File: src/rtl/fitness_pkg.sv
// Shared types and helpers for the fitness evaluator: FSM state encoding and
// the fitness width function.
package fitness_pkg;

    typedef enum logic [1:0] {
        ST_IDLE   = 2'd0,
        ST_SETTLE = 2'd1,
        ST_CHECK  = 2'd2,
        ST_FIN    = 2'd3
    } fe_state_t;

    // Width needed to hold a score from 0 up to n_out * 2**n_in inclusive.
    function automatic int fit_w(input int n_in, input int n_out);
        return $clog2(n_out * (2 ** n_in) + 1);
    endfunction

endpackage

File: src/rtl/fitness_eval_popcount_out.sv
// Combinational population count over the OUT circuit output bits,
// producing a result as wide as the fitness accumulator.
module popcount_out #(
    parameter int OUT   = 1,
    parameter int FIT_W = 3
) (
    input  logic [OUT-1:0]   bits,
    output logic [FIT_W-1:0] count
);

    always_comb begin
        count = '0;
        for (int k = 0; k < OUT; k++) begin
            count = count + FIT_W'(bits[k]);
        end
    end

endmodule

File: src/rtl/fitness_eval.sv
// Sequential fitness evaluator: walks every input vector through the evolved
// circuit, waits for it to settle, and scores stable bits against a target table.
module fitness_eval
    import fitness_pkg::*;
#(
    parameter int IN      = 2,
    parameter int OUT     = 1,
    parameter int SETTLE  = 2,
    localparam int FIT_W  = fit_w(IN, OUT)
) (
    input  logic                      clk,
    input  logic                      rst_n,
    input  logic                      start,
    input  logic [OUT-1:0][2**IN-1:0] target,
    input  logic [OUT-1:0]            circ_out,
    output logic [IN-1:0]             inp,
    output logic                      busy,
    output logic                      done,
    output logic [FIT_W-1:0]          fitness,
    output logic                      perfect
);

    localparam int NVEC   = 2 ** IN;
    localparam int MAX    = OUT * NVEC;
    localparam int SCNT_W = (SETTLE > 1) ? $clog2(SETTLE) : 1;

    fe_state_t                 state_q, state_d;
    logic [OUT-1:0][NVEC-1:0]  tgt_q, tgt_d;
    logic [OUT-1:0]            prev_q, prev_d;
    logic [IN-1:0]             vec_q, vec_d;
    logic [SCNT_W-1:0]         scnt_q, scnt_d;
    logic [FIT_W-1:0]          acc_q, acc_d;
    logic [FIT_W-1:0]          fitness_q, fitness_d;
    logic                      perfect_q, perfect_d;
    logic                      busy_q, busy_d;
    logic                      done_q, done_d;

    logic [OUT-1:0]            match;
    logic [FIT_W-1:0]          match_cnt;
    logic [FIT_W-1:0]          acc_sum;
    logic                      settle_end;
    logic                      last_vec;

    assign settle_end = (scnt_q == SCNT_W'(SETTLE - 1));
    assign last_vec   = (vec_q == {IN{1'b1}});

    // A bit scores only if it held its value from the last settle cycle
    // into CHECK and agrees with the latched target for this vector.
    always_comb begin
        match = '0;
        for (int k = 0; k < OUT; k++) begin
            match[k] = ~(circ_out[k] ^ prev_q[k]) & ~(circ_out[k] ^ tgt_q[k][vec_q]);
        end
    end

    popcount_out #(
        .OUT   (OUT),
        .FIT_W (FIT_W)
    ) u_popcount (
        .bits  (match),
        .count (match_cnt)
    );

    assign acc_sum = acc_q + match_cnt;

    always_ff @(posedge clk or negedge rst_n) begin
        if (!rst_n) begin
            state_q <= ST_IDLE;
        end else begin
            state_q <= state_d;
        end
    end

    always_comb begin
        state_d = state_q;
        case (state_q)
            ST_IDLE:   if (start)      state_d = ST_SETTLE;
            ST_SETTLE: if (settle_end) state_d = ST_CHECK;
            ST_CHECK:  state_d = last_vec ? ST_FIN : ST_SETTLE;
            ST_FIN:    state_d = ST_IDLE;
            default:   state_d = ST_IDLE;
        endcase
    end

    // Results are registered on the final CHECK so that done, fitness and
    // perfect all become visible together during the FIN cycle.
    always_comb begin
        tgt_d     = tgt_q;
        prev_d    = prev_q;
        vec_d     = vec_q;
        scnt_d    = scnt_q;
        acc_d     = acc_q;
        fitness_d = fitness_q;
        perfect_d = perfect_q;
        busy_d    = busy_q;
        done_d    = 1'b0;
        case (state_q)
            ST_IDLE: begin
                if (start) begin
                    tgt_d  = target;
                    vec_d  = '0;
                    acc_d  = '0;
                    scnt_d = '0;
                    busy_d = 1'b1;
                end
            end
            ST_SETTLE: begin
                scnt_d = scnt_q + 1'b1;
                if (settle_end) begin
                    prev_d = circ_out;
                end
            end
            ST_CHECK: begin
                acc_d = acc_sum;
                if (last_vec) begin
                    fitness_d = acc_sum;
                    perfect_d = (acc_sum == FIT_W'(MAX));
                    done_d    = 1'b1;
                    busy_d    = 1'b0;
                    vec_d     = '0;
                end else begin
                    vec_d  = vec_q + 1'b1;
                    scnt_d = '0;
                end
            end
            default: ;
        endcase
    end

    always_ff @(posedge clk or negedge rst_n) begin
        if (!rst_n) begin
            tgt_q     <= '0;
            prev_q    <= '0;
            vec_q     <= '0;
            scnt_q    <= '0;
            acc_q     <= '0;
            fitness_q <= '0;
            perfect_q <= 1'b0;
            busy_q    <= 1'b0;
            done_q    <= 1'b0;
        end else begin
            tgt_q     <= tgt_d;
            prev_q    <= prev_d;
            vec_q     <= vec_d;
            scnt_q    <= scnt_d;
            acc_q     <= acc_d;
            fitness_q <= fitness_d;
            perfect_q <= perfect_d;
            busy_q    <= busy_d;
            done_q    <= done_d;
        end
    end

    // The vector register drives the circuit directly, so inp never glitches.
    assign inp     = vec_q;
    assign busy    = busy_q;
    assign done    = done_q;
    assign fitness = fitness_q;
    assign perfect = perfect_q;

endmodule
File: config.mk
export PLATFORM = sky130hd
export DESIGN_NAME = fitness_eval
export DESIGN_NICKNAME = d
export VERILOG_FILES = /design/src/rtl/fitness_pkg.sv /design/src/rtl/fitness_eval_popcount_out.sv /design/src/rtl/fitness_eval.sv
export SDC_FILE = /design/constraint.sdc
export NUM_CORES = 1
export LEC_CHECK = 0
export ABC_AREA = 1
export BUFFER_PORTS_ARGS = -buffer_cell sky130_fd_sc_hd__buf_4
export CORE_MARGIN = 3
export CORE_UTILIZATION = 32
export CTS_CLUSTER_SIZE = 28
export DETAILED_ROUTE_END_ITERATION = 12
export PLACE_DENSITY = 0.6
export SETUP_SLACK_MARGIN = 0.3
export SYNTH_ARGS = -nofsm -noshare
export SYNTH_HDL_FRONTEND = slang
export SYNTH_HIERARCHICAL = 1
export SYNTH_SLANG_ARGS = --single-unit
export TNS_END_PERCENT = 100
File: constraint.sdc
create_clock -name clk -period 2.9 [get_ports clk]
set_input_delay 0.58 -clock clk [delete_from_list [all_inputs] [get_ports clk]]
set_output_delay 0.58 -clock clk [all_outputs]
set_load 0.005 [all_outputs]
==> results.json, run 1 <==
{
  "status": "finished, final reports clean",
  "antenna_found_initial": 0,
  "p_per_area_nw_per_um2": 890,
  "ctsHoldBuffers": 0,
  "leakagePower_nw": 0.588,
  "path_class": "reg2reg",
  "p_sw_mw": 0.408,
  "cpMostUsedCell": "nand2_1",
  "vdd_drop_max_mv": 0.499,
  "nets": 140,
  "gr-usage-all-layers_pct": 11.5,
  "ys.flop_type": "dfrtp_1",
  "critical-path-slowest-cell": "fa_1",
  "start_kind": "flip-flop",
  "core_area_um2": 2640,
  "clkPwrFrac_pct": 14.1,
  "postRouteWirelength_mm": 1.71,
  "clock_tree.buffer_depth": 2,
  "pwr-share-seq_pct": 46.1,
  "critPathMaxStageDelay_ns": 0.48,
  "min_period_over_period_pct": 65.5,
  "syn_avg_cell_area_um2": 8.43,
  "cts.sinks": 19,
  "diodes": 0,
  "dr.pass1.iters": 5,
  "die_x_um": 60.1,
  "stdcell_count": 158,
  "path_max_fanout": 6,
  "hpwlAfterDp_mm": 1.35,
  "clk_pin_slew_worst_paths_ns": 0.11,
  "fmax_mhz": 526,
  "grt_max_degree": 20,
  "ff_latch_area_um2": 475,
  "grt.overflow.total": 0,
  "viasPerCell": 4.55,
  "grt_pass1_vias": 716,
  "setup_ws_ns": 1.00,
  "synth_edf_count": 0,
  "yosys.area.top_type": "dfrtp_1",
  "hp-class": "in2async",
  "rows": 18,
  "ios": 16,
  "cts_setup_buffers": 0,
  "fp.dieArea_um2": 3610,
  "synth.area.top_cells": "dfrtp_1 51%, nand2_1 18%, nand3_1 4.3%, inv_1 3.6%, ha_1 2.7%",
  "endpoint_kind": "flip-flop",
  "drt_iter0_drc": 18,
  "p_sw_share_pct": 41.9,
  "area_delta_synth_final_pct": 16.8,
  "period_needed_ns": 1.90,
  "maxCapViolCount": 0,
  "multi_input_area_um2": 389,
  "fill_cells": 276,
  "internal-power_mw": 0.565,
  "start_util_pct": 35.5,
  "dp_worst_setup_slack_ns": 0.986,
  "setup_viol_count_final": 0,
  "synthTopCellsByCount": "45 x nand2_1, 19 x dfrtp_1, 9 x inv_1, 8 x nand3_1",
  "synth_warnings": 6,
  "yosysSeqAreaShare_pct": 50.8,
  "place_inst": 154,
  "cts_tree": "built",
  "rsz0062_at_grt": "no",
  "cts_buffers": 3,
  "dr_total_vias": 719,
  "power_frac_comb_pct": 39.8,
  "antenna_left": 0,
  "synthesis.area_um2": 936,
  "worstPathRequired_ns": 3.15,
  "synth_top_area_share_pct": 50.8,
  "insertion_delay_ns": 0.30,
  "final_hold_viol_count": 0,
  "cts_root_buffer": "clkbuf_4",
  "grt_pass1_wl_mm": 3.05,
  "htreeDepth": 1,
  "gp_congestion": 0.775,
  "drc_errors": 0,
  "cts-resized-gates": 0,
  "worstPathCellList": "inv_1 -> nand2_1 -> nand3_1 -> nand2_1 -> nand2_1 -> nand2_1 -> ha_1 -> fa_1 -> nor3_2 -> nand2_1 -> nand2_1",
  "synth.distinct_cells": 19,
  "synth.most_common_cell": "nand2_1",
  "synthCells": 111,
  "tns_ns": 0,
  "crit_arrival_ns": 2.15,
  "finalMaxSlewViolations": 0,
  "ys_ff_latch": 19,
  "portBuffers": 15,
  "clock-skew-final_ns": 0.00216,
  "drive_gt1_share_pct": 24.2,
  "die_height_um": 60.1,
  "detail_route.wl_per_cell_um": 10.8,
  "async_flop_share_pct": 100
}
[logic make-up (layout without fill, tap and decap cells)]
group           count (synthesis)  after routing  share of synthesized area [%]
buf+inv                        17             33                           8.02
compound gates                  8              8                           5.08
fa+ha+maj                       3              3                           4.81
simple gates                   63             63                           30.9
flops                          19             19                           50.8
other cells                     1              2                          0.401
[final cells by class]
| cell class | count | area share [%] |
|---|---|---|
| flip-flops and latches | 19 | 43.5 |
| well taps | 30 | 3.43 |
| inverters | 14 | 4.81 |
| clock buffers | 4 | 2.40 |
| repair buffers | 15 | 10.3 |
| multi-input cells | 76 | 35.6 |
[registers in the layout, summed over array words and instances, names as in the netlist, 2 cells and up]
name     count
tgt_q        4
acc_q        3
fitness      3
inp          2
state_q      2
[per-stage QoR]
step                      hold slack [ns]  area [um2]  power, mW  util, %
after floorplan                     0.284         940      0.741        -
final                               0.131        1090      0.973     41.5
after global placement              0.459        1070      0.832     40.5
after CTS                           0.128        1090      0.989     41.5
after detailed placement            0.467        1070      0.850     40.5
after global routing                0.125        1090       1.08     41.5
[placed cells by master, fill, tap and decap left out]
master | netlist | routed
inv_2 | 5 | 5
dfrtp_1 | 19 | 19
fa_1 | 1 | 1
nand3_1 | 8 | 8
inv_1 | 9 | 9
nor3_2 | 1 | 1
clkbuf_4 | 0 | 3
nand2_2 | 2 | 2
nor2_1 | 2 | 2
nand2_1 | 45 | 45
nand3b_1 | 2 | 2
o21ai_1 | 5 | 5
nand3_4 | 1 | 1
o21ai_0 | 1 | 1
conb_1 | 1 | 2
buf_4 | 3 | 15
ha_1 | 2 | 2
clkbuf_1 | 0 | 1
nor2_4 | 1 | 1
o21ai_2 | 2 | 2
nor2_2 | 1 | 1
[final timing paths]
kind	startpoint	depth (start not counted)	slack (ns)	to
max	inp[0]	11	1.0	perfect
min	rst_n	1	0.13	fitness[1]
max reg2reg	inp[0]	11	1.0	perfect
min reg2reg	perfect	2	0.49	perfect
max in group asynchronous	rst_n	1	2.57	prev_q
min in group clk	perfect	2	0.49	perfect
[layer usage]
metal / global-route usage, % / routed length (um) / share of wire (%)
met5: 0 / 0 / 0
met4: 3.48 / 6 / 0.35
met3: 4.75 / 83 / 4.9
met2: 19.0 / 861 / 50
met1: 13.6 / 756 / 44
[power by group through the flow]
| stage | Combinational, mW | Sequential (mW) | Clock (mW) |
|---|---|---|---|
| after detailed placement | 0.398 | 0.452 | 0 |
| after floorplan | 0.306 | 0.435 | 0 |
| after CTS | 0.398 | 0.448 | 0.143 |
| final | 0.388 | 0.449 | 0.137 |
| after global placement | 0.384 | 0.448 | 0 |
| after global routing | 0.466 | 0.461 | 0.154 |
[worst max-delay path, delay by kind of cell, from the launching register on]
| family | cells | cell delay (ns) |
|---|---|---|
| DFF | 1 | 0.46 |
| buffers and inverters | 1 | 0.13 |
| adders and majority gates | 2 | 0.67 |
| and+or+nand+nor | 8 | 0.59 |
No activity file was read; power rests on OpenSTA's default activity.
==> inputs of run 2 (changes only) <==
Clock period 2.9 ns to 2 ns, I/O delays scaled along.
==> run 2 against run 1 <==
  * Core utilization grew 3.3 points
  * First-iteration DRC count increased to 2.7 times the previous value
  * Cell count up 3.2%
  * Largest power group is now combinational cells
==> results.json, run 2 (synthesis results as in run 1) <==
{
  "antenna_left": 0,
  "detail_route.wl_per_cell_um": 11.6,
  "path_max_fanout": 5,
  "cts.sinks": 19,
  "internal-power_mw": 0.909,
  "fp.dieArea_um2": 3610,
  "nets": 145,
  "grt.overflow.total": 0,
  "cts_tree": "built",
  "largest_reg_flops": 4,
  "tns_ns": 0,
  "p_sw_share_pct": 41.9,
  "cts_root_buffer": "clkbuf_4",
  "path_class": "reg2reg",
  "dr.pass1.iters": 4,
  "clock-skew-final_ns": 0.00341,
  "final_common_cell": "nand2_1",
  "endpoint_kind": "flip-flop",
  "area_delta_synth_final_pct": 26.2,
  "grt_pass1_wl_mm": 3.07,
  "core_area_um2": 2640,
  "final_hold_viol_count": 0,
  "grt_pass1_vias": 708,
  "hp-class": "in2reg",
  "crit_arrival_ns": 2.00,
  "drive_gt1_share_pct": 36.8,
  "grt_max_degree": 20,
  "dp_worst_setup_slack_ns": 0.188,
  "power_frac_comb_pct": 45.5,
  "worstPathCellList": "inv_2 -> nand2_2 -> nand3_2 -> nand2_1 -> nand2_1 -> nand2_2 -> ha_4 -> fa_2 -> inv_1 -> o21ai_1",
  "critical-path-top-delay-family": "adder cells",
  "cts_buffers": 3,
  "viasPerCell": 4.68,
  "gr-usage-met1_pct": 14.9,
  "dr_total_vias": 763,
  "use_met2_pct": 19.0,
  "setup_viol_count_final": 0,
  "antenna_found_initial": 0,
  "holdWs_ns": 0.331,
  "gp_congestion": 0.762,
  "die_x_um": 60.1,
  "fmax_mhz": 566,
  "drt_iter0_drc": 48,
  "drc_errors": 0,
  "mostFrequentLayoutCells": "40 x nand2_1, 19 x buf_4, 18 x dfrtp_1",
  "clkPwrFrac_pct": 12.5,
  "p_per_area_nw_per_um2": 1330,
  "cp.buffers_inverters": 2,
  "vdd_drop_max_mv": 0.734,
  "leakagePower_nw": 0.613,
  "rows": 18,
  "status": "finished, final reports clean",
  "hpwlAfterDp_mm": 1.40,
  "postRouteWirelength_mm": 1.88,
  "clk_pin_slew_worst_paths_ns": 0.11,
  "grt-busiest-layer": "met2",
  "insertion_delay_ns": 0.30,
  "critical-path-slowest-cell": "fa_2",
  "gr-usage-all-layers_pct": 11.7,
  "critPathMaxStageDelay_ns": 0.54,
  "htreeDepth": 1,
  "grt.met3_usage_pct": 3.89,
  "clock_tree.buffer_depth": 2,
  "p_sw_mw": 0.657,
  "ios": 16,
  "rsz0062_at_grt": "yes",
  "pwr-share-seq_pct": 42.0,
  "p_total_mw": 1.57,
  "min_period_over_period_pct": 88.3,
  "start_kind": "flip-flop",
  "largest_register": "tgt_q",
  "setup_ws_ns": 0.234,
  "portBuffers": 15,
  "utilization_pct": 44.8,
  "start_util_pct": 35.5,
  "period_needed_ns": 1.77,
  "maxCapViolCount": 0,
  "finalMaxSlewViolations": 0,
  "die_height_um": 60.1,
  "worstPathRequired_ns": 2.23,
  "diodes": 0
}
## run 2: cell count changes in the layout (fill, tap and decap cells not counted), moves of 2 or more
cell and change:
nand3_2 +3, buf_4 +4, nand3_1 -3, inv_1 -2, inv_2 +2, nand2_1 -5
nand2_2 +5
## run 2: layer usage
metal / wire length, um / vias up
li1: - / 384
met1: 887 / 358
met2: 888 / 19
met3: 94 / 2
met4: 13 / 0
met5: 0 / -
## run 2: path summary, 6_finish.rpt
path | to | depth (start not counted) | startpoint | slack, ns
worst max-delay path | acc_q[1] | 10 | inp[0] | 0.23
worst min-delay path | tgt_q[3] | 3 | target[3] | 0.33
worst max register to register | acc_q[1] | 10 | inp[0] | 0.23
worst min register to register | busy | 2 | busy | 0.49
max in group asynchronous | inp[1] | 2 | rst_n | 1.29
min in group asynchronous | fitness[1] | 2 | rst_n | 0.50
## run 2: what timing repair did
action / 4_1_cts / 5_1_grt
hold buffers: 1 / 0
gates cloned: 0 / 0
endpoints found under the setup margin: 5 / 5
pin swaps: 0 / 4
hold endpoints to repair: 19 / 0
setup buffers: 3 / 1
gates resized for setup: 3 / 8
## run 2: power groups by stage
| stage | sequential, mW | clock [mW] | combinational, mW |
|---|---|---|---|
| 2_1_floorplan | 0.639 | 0 | 0.477 |
| 3_3_place_gp | 0.659 | 0 | 0.587 |
| 3_5_place_dp | 0.663 | 0 | 0.606 |
| 4_1_cts | 0.654 | 0.209 | 0.669 |
| 5_1_grt | 0.676 | 0.223 | 0.800 |
| 6_report | 0.658 | 0.195 | 0.713 |
## run 2: through the flow
stage               instances  area, um2
floorplan                 112        958
CTS                       162       1150
global placement          154       1080
detailed placement        154       1080
global route              163       1180
finish                    163       1180
## run 2: worst register-to-register path, stage by stage, from the launching register on
cell,delay [ns]
dfrtp_1,0.44
inv_2,0.10
nand2_2,0.05
nand3_2,0.07
nand2_1,0.05
nand2_1,0.07
nand2_2,0.06
ha_4,0.16
fa_2,0.54
inv_1,0.07
o21ai_1,0.11
## run 2: final cells by class
| cell class | instances | area, um2 |
|---|---|---|
| fillers | 264 | 1450 |
| flip-flops and latches | 19 | 477 |
| multi-input cells | 76 | 435 |
| repair buffers | 20 | 153 |
| inverters | 14 | 52.6 |
| well taps | 30 | 37.5 |
| clock buffers | 4 | 26.3 |
==> inputs of run 3 (changes only) <==
Settings changed: GPL_ROUTABILITY_DRIVEN from default to 0, PLACE_DENSITY 0.6 to 0.62, TNS_END_PERCENT 100 to 20.
Clock period 2 ns to 1.56 ns, I/O delays scaled along.
==> run 3 against run 2 <==
  * The flow now finishes with violations (negative setup slack)
  * Wire length fell by 4.0%
  * Global-route usage about the same
  * Sequential share of layout area decreased by 0.32 points
  * Flip-flop and latch count is the same
  * Clock power grew 31%
  * Setup slack worse by 0.41 ns
  * Combinational power rose by 27%
  * Sequential power increased by 27%
  * Core utilization grew 0.24 points
==> results.json, run 3 (synthesis results as in run 1) <==
{
  "grt.overflow.total": 0,
  "portBuffers": 15,
  "antenna_found_initial": 0,
  "area_delta_synth_final_pct": 26.9,
  "grt_max_degree": 20,
  "crit_arrival_ns": 1.99,
  "cts.sinks": 19,
  "drc_errors": 0,
  "diodes": 0,
  "pwr-share-seq_pct": 41.7,
  "htreeDepth": 1,
  "detail_route.wl_per_cell_um": 11.0,
  "core_area_um2": 2640,
  "cts_buffers": 3,
  "mostFrequentLayoutCells": "42 x nand2_1, 19 x dfrtp_1, 19 x buf_4",
  "p_sw_share_pct": 41.3,
  "cts_root_buffer": "clkbuf_4",
  "dpl_cell_area_um2": 1100,
  "clkPwrFrac_pct": 12.8,
  "insertion_delay_ns": 0.30,
  "worstReg2RegEnd": "perfect",
  "cts_tree": "built",
  "min_from": "target[3]",
  "finalInstanceArea_um2": 1190,
  "internal-power_mw": 1.17,
  "vdd_drop_max_mv": 1.01,
  "rsz0062_at_grt": "yes",
  "finalMaxSlewViolations": 0,
  "dp_worst_setup_slack_ns": -0.235,
  "min_period_over_period_pct": 111,
  "hp-class": "in2reg",
  "worstPathCellList": "inv_2 -> nand2_2 -> nand3_2 -> nand3b_1 -> nand2_1 -> ha_2 -> fa_2 -> nor3_2 -> nand2_1 -> nand2_1",
  "utilization_pct": 45.1,
  "start_kind": "flip-flop",
  "largest_reg_flops": 4,
  "die_height_um": 60.1,
  "final_hold_viol_count": 0,
  "dr.pass1.iters": 4,
  "postRouteWirelength_mm": 1.81,
  "hpwlAfterDp_mm": 1.36,
  "largest_register": "tgt_q",
  "die_x_um": 60.1,
  "dr_total_vias": 766,
  "fp.dieArea_um2": 3610,
  "start_util_pct": 35.5,
  "antenna_left": 0,
  "clock-skew-final_ns": 0.0127,
  "r2r_slack_ns": -0.18,
  "setup_viol_count_final": 5,
  "critical-path-slowest-cell": "fa_2",
  "p_total_mw": 2.00,
  "endpoint_kind": "flip-flop",
  "drt_iter0_drc": 33,
  "failed_checks": "negative setup slack",
  "clk_pin_slew_worst_paths_ns": 0.12,
  "critPathMaxStageDelay_ns": 0.45,
  "min_to": "tgt_q[3]",
  "grt_pass1_vias": 754,
  "min_path_cells": 3,
  "path_class": "reg2reg",
  "clock_tree.buffer_depth": 2,
  "reg2reg_depth": 10,
  "path_max_fanout": 5,
  "nets": 147,
  "cp.buffers_inverters": 1,
  "p_per_area_nw_per_um2": 1680,
  "holdWs_ns": 0.239,
  "cpMostUsedCell": "nand2_1",
  "rows": 18,
  "period_needed_ns": 1.74,
  "setup_ws_ns": -0.176,
  "power_frac_comb_pct": 45.5,
  "gr-usage-all-layers_pct": 11.7,
  "drive_gt1_share_pct": 35.6,
  "critical-path-top-delay-family": "adder cells",
  "ios": 16,
  "p_sw_mw": 0.825,
  "r2r-start": "inp[0]",
  "grt_pass1_wl_mm": 3.13,
  "leakagePower_nw": 0.625,
  "status": "complete, but fails checks",
  "final_common_cell": "nand2_1",
  "worstPathRequired_ns": 1.82,
  "viasPerCell": 4.64,
  "maxCapViolCount": 0,
  "fmax_mhz": 576
}
-- run 3: cell type report --
cell class	instances	area, um2
repair buffers	22	175
well taps	30	37.5
clock inverters	1	5.00
inverters	14	52.6
fillers	272	1450
flip-flops and latches	19	475
clock buffers	3	22.5
multi-input cells	76	419
-- run 3: power groups by stage --
stage	registers [mW]	clock network (mW)	logic (mW)
CTS	0.826	0.274	0.909
finish	0.833	0.255	0.908
global placement	0.830	0	0.801
detailed placement	0.835	0	0.826
floorplan	0.811	0	0.570
global route	0.859	0.289	1.04
-- run 3: worst max-delay path by stage --
stage	from	to	depth (start not counted)
2_1_floorplan	inp[0]	perfect	12
3_3_place_gp	inp[0]	perfect	11
3_5_place_dp	inp[0]	perfect	11
4_1_cts	inp[0]	acc_q[1]	10
5_1_grt	inp[0]	acc_q[1]	10
6_report	inp[0]	perfect	10
-- run 3: tightest hold or removal path, cell delays in order --
cell and delay (ns):
buf_4 0.07, nand3_1 0.06, nand2_1 0.06
-- run 3: metal layers --
metal  part of all wire, %  vias up  track usage (%)
met3                   5.4        2             4.32
li1                      -      389                -
met5                     0        -                0
met1                    43      355             12.2
met2                    51       20             21.8
met4                  0.50        0             2.85
-- run 3: what timing repair did --
| item | 4_1_cts | 5_1_grt |
|---|---|---|
| hold buffers | 1 | 0 |
| gates resized for setup | 8 | 3 |
| pin swaps | 2 | 3 |
| setup endpoints to repair | 9 | 11 |
| hold endpoints to repair | 19 | 0 |
| buffers inserted | 1 | 0 |
-- run 3: per-stage QoR --
step	setup TNS, ns	std cells
floorplan	-1.19	112
detailed placement	-1.07	159
global placement	-0.805	159
CTS	-0.676	165
global route	-1.36	165
finish	-0.707	165
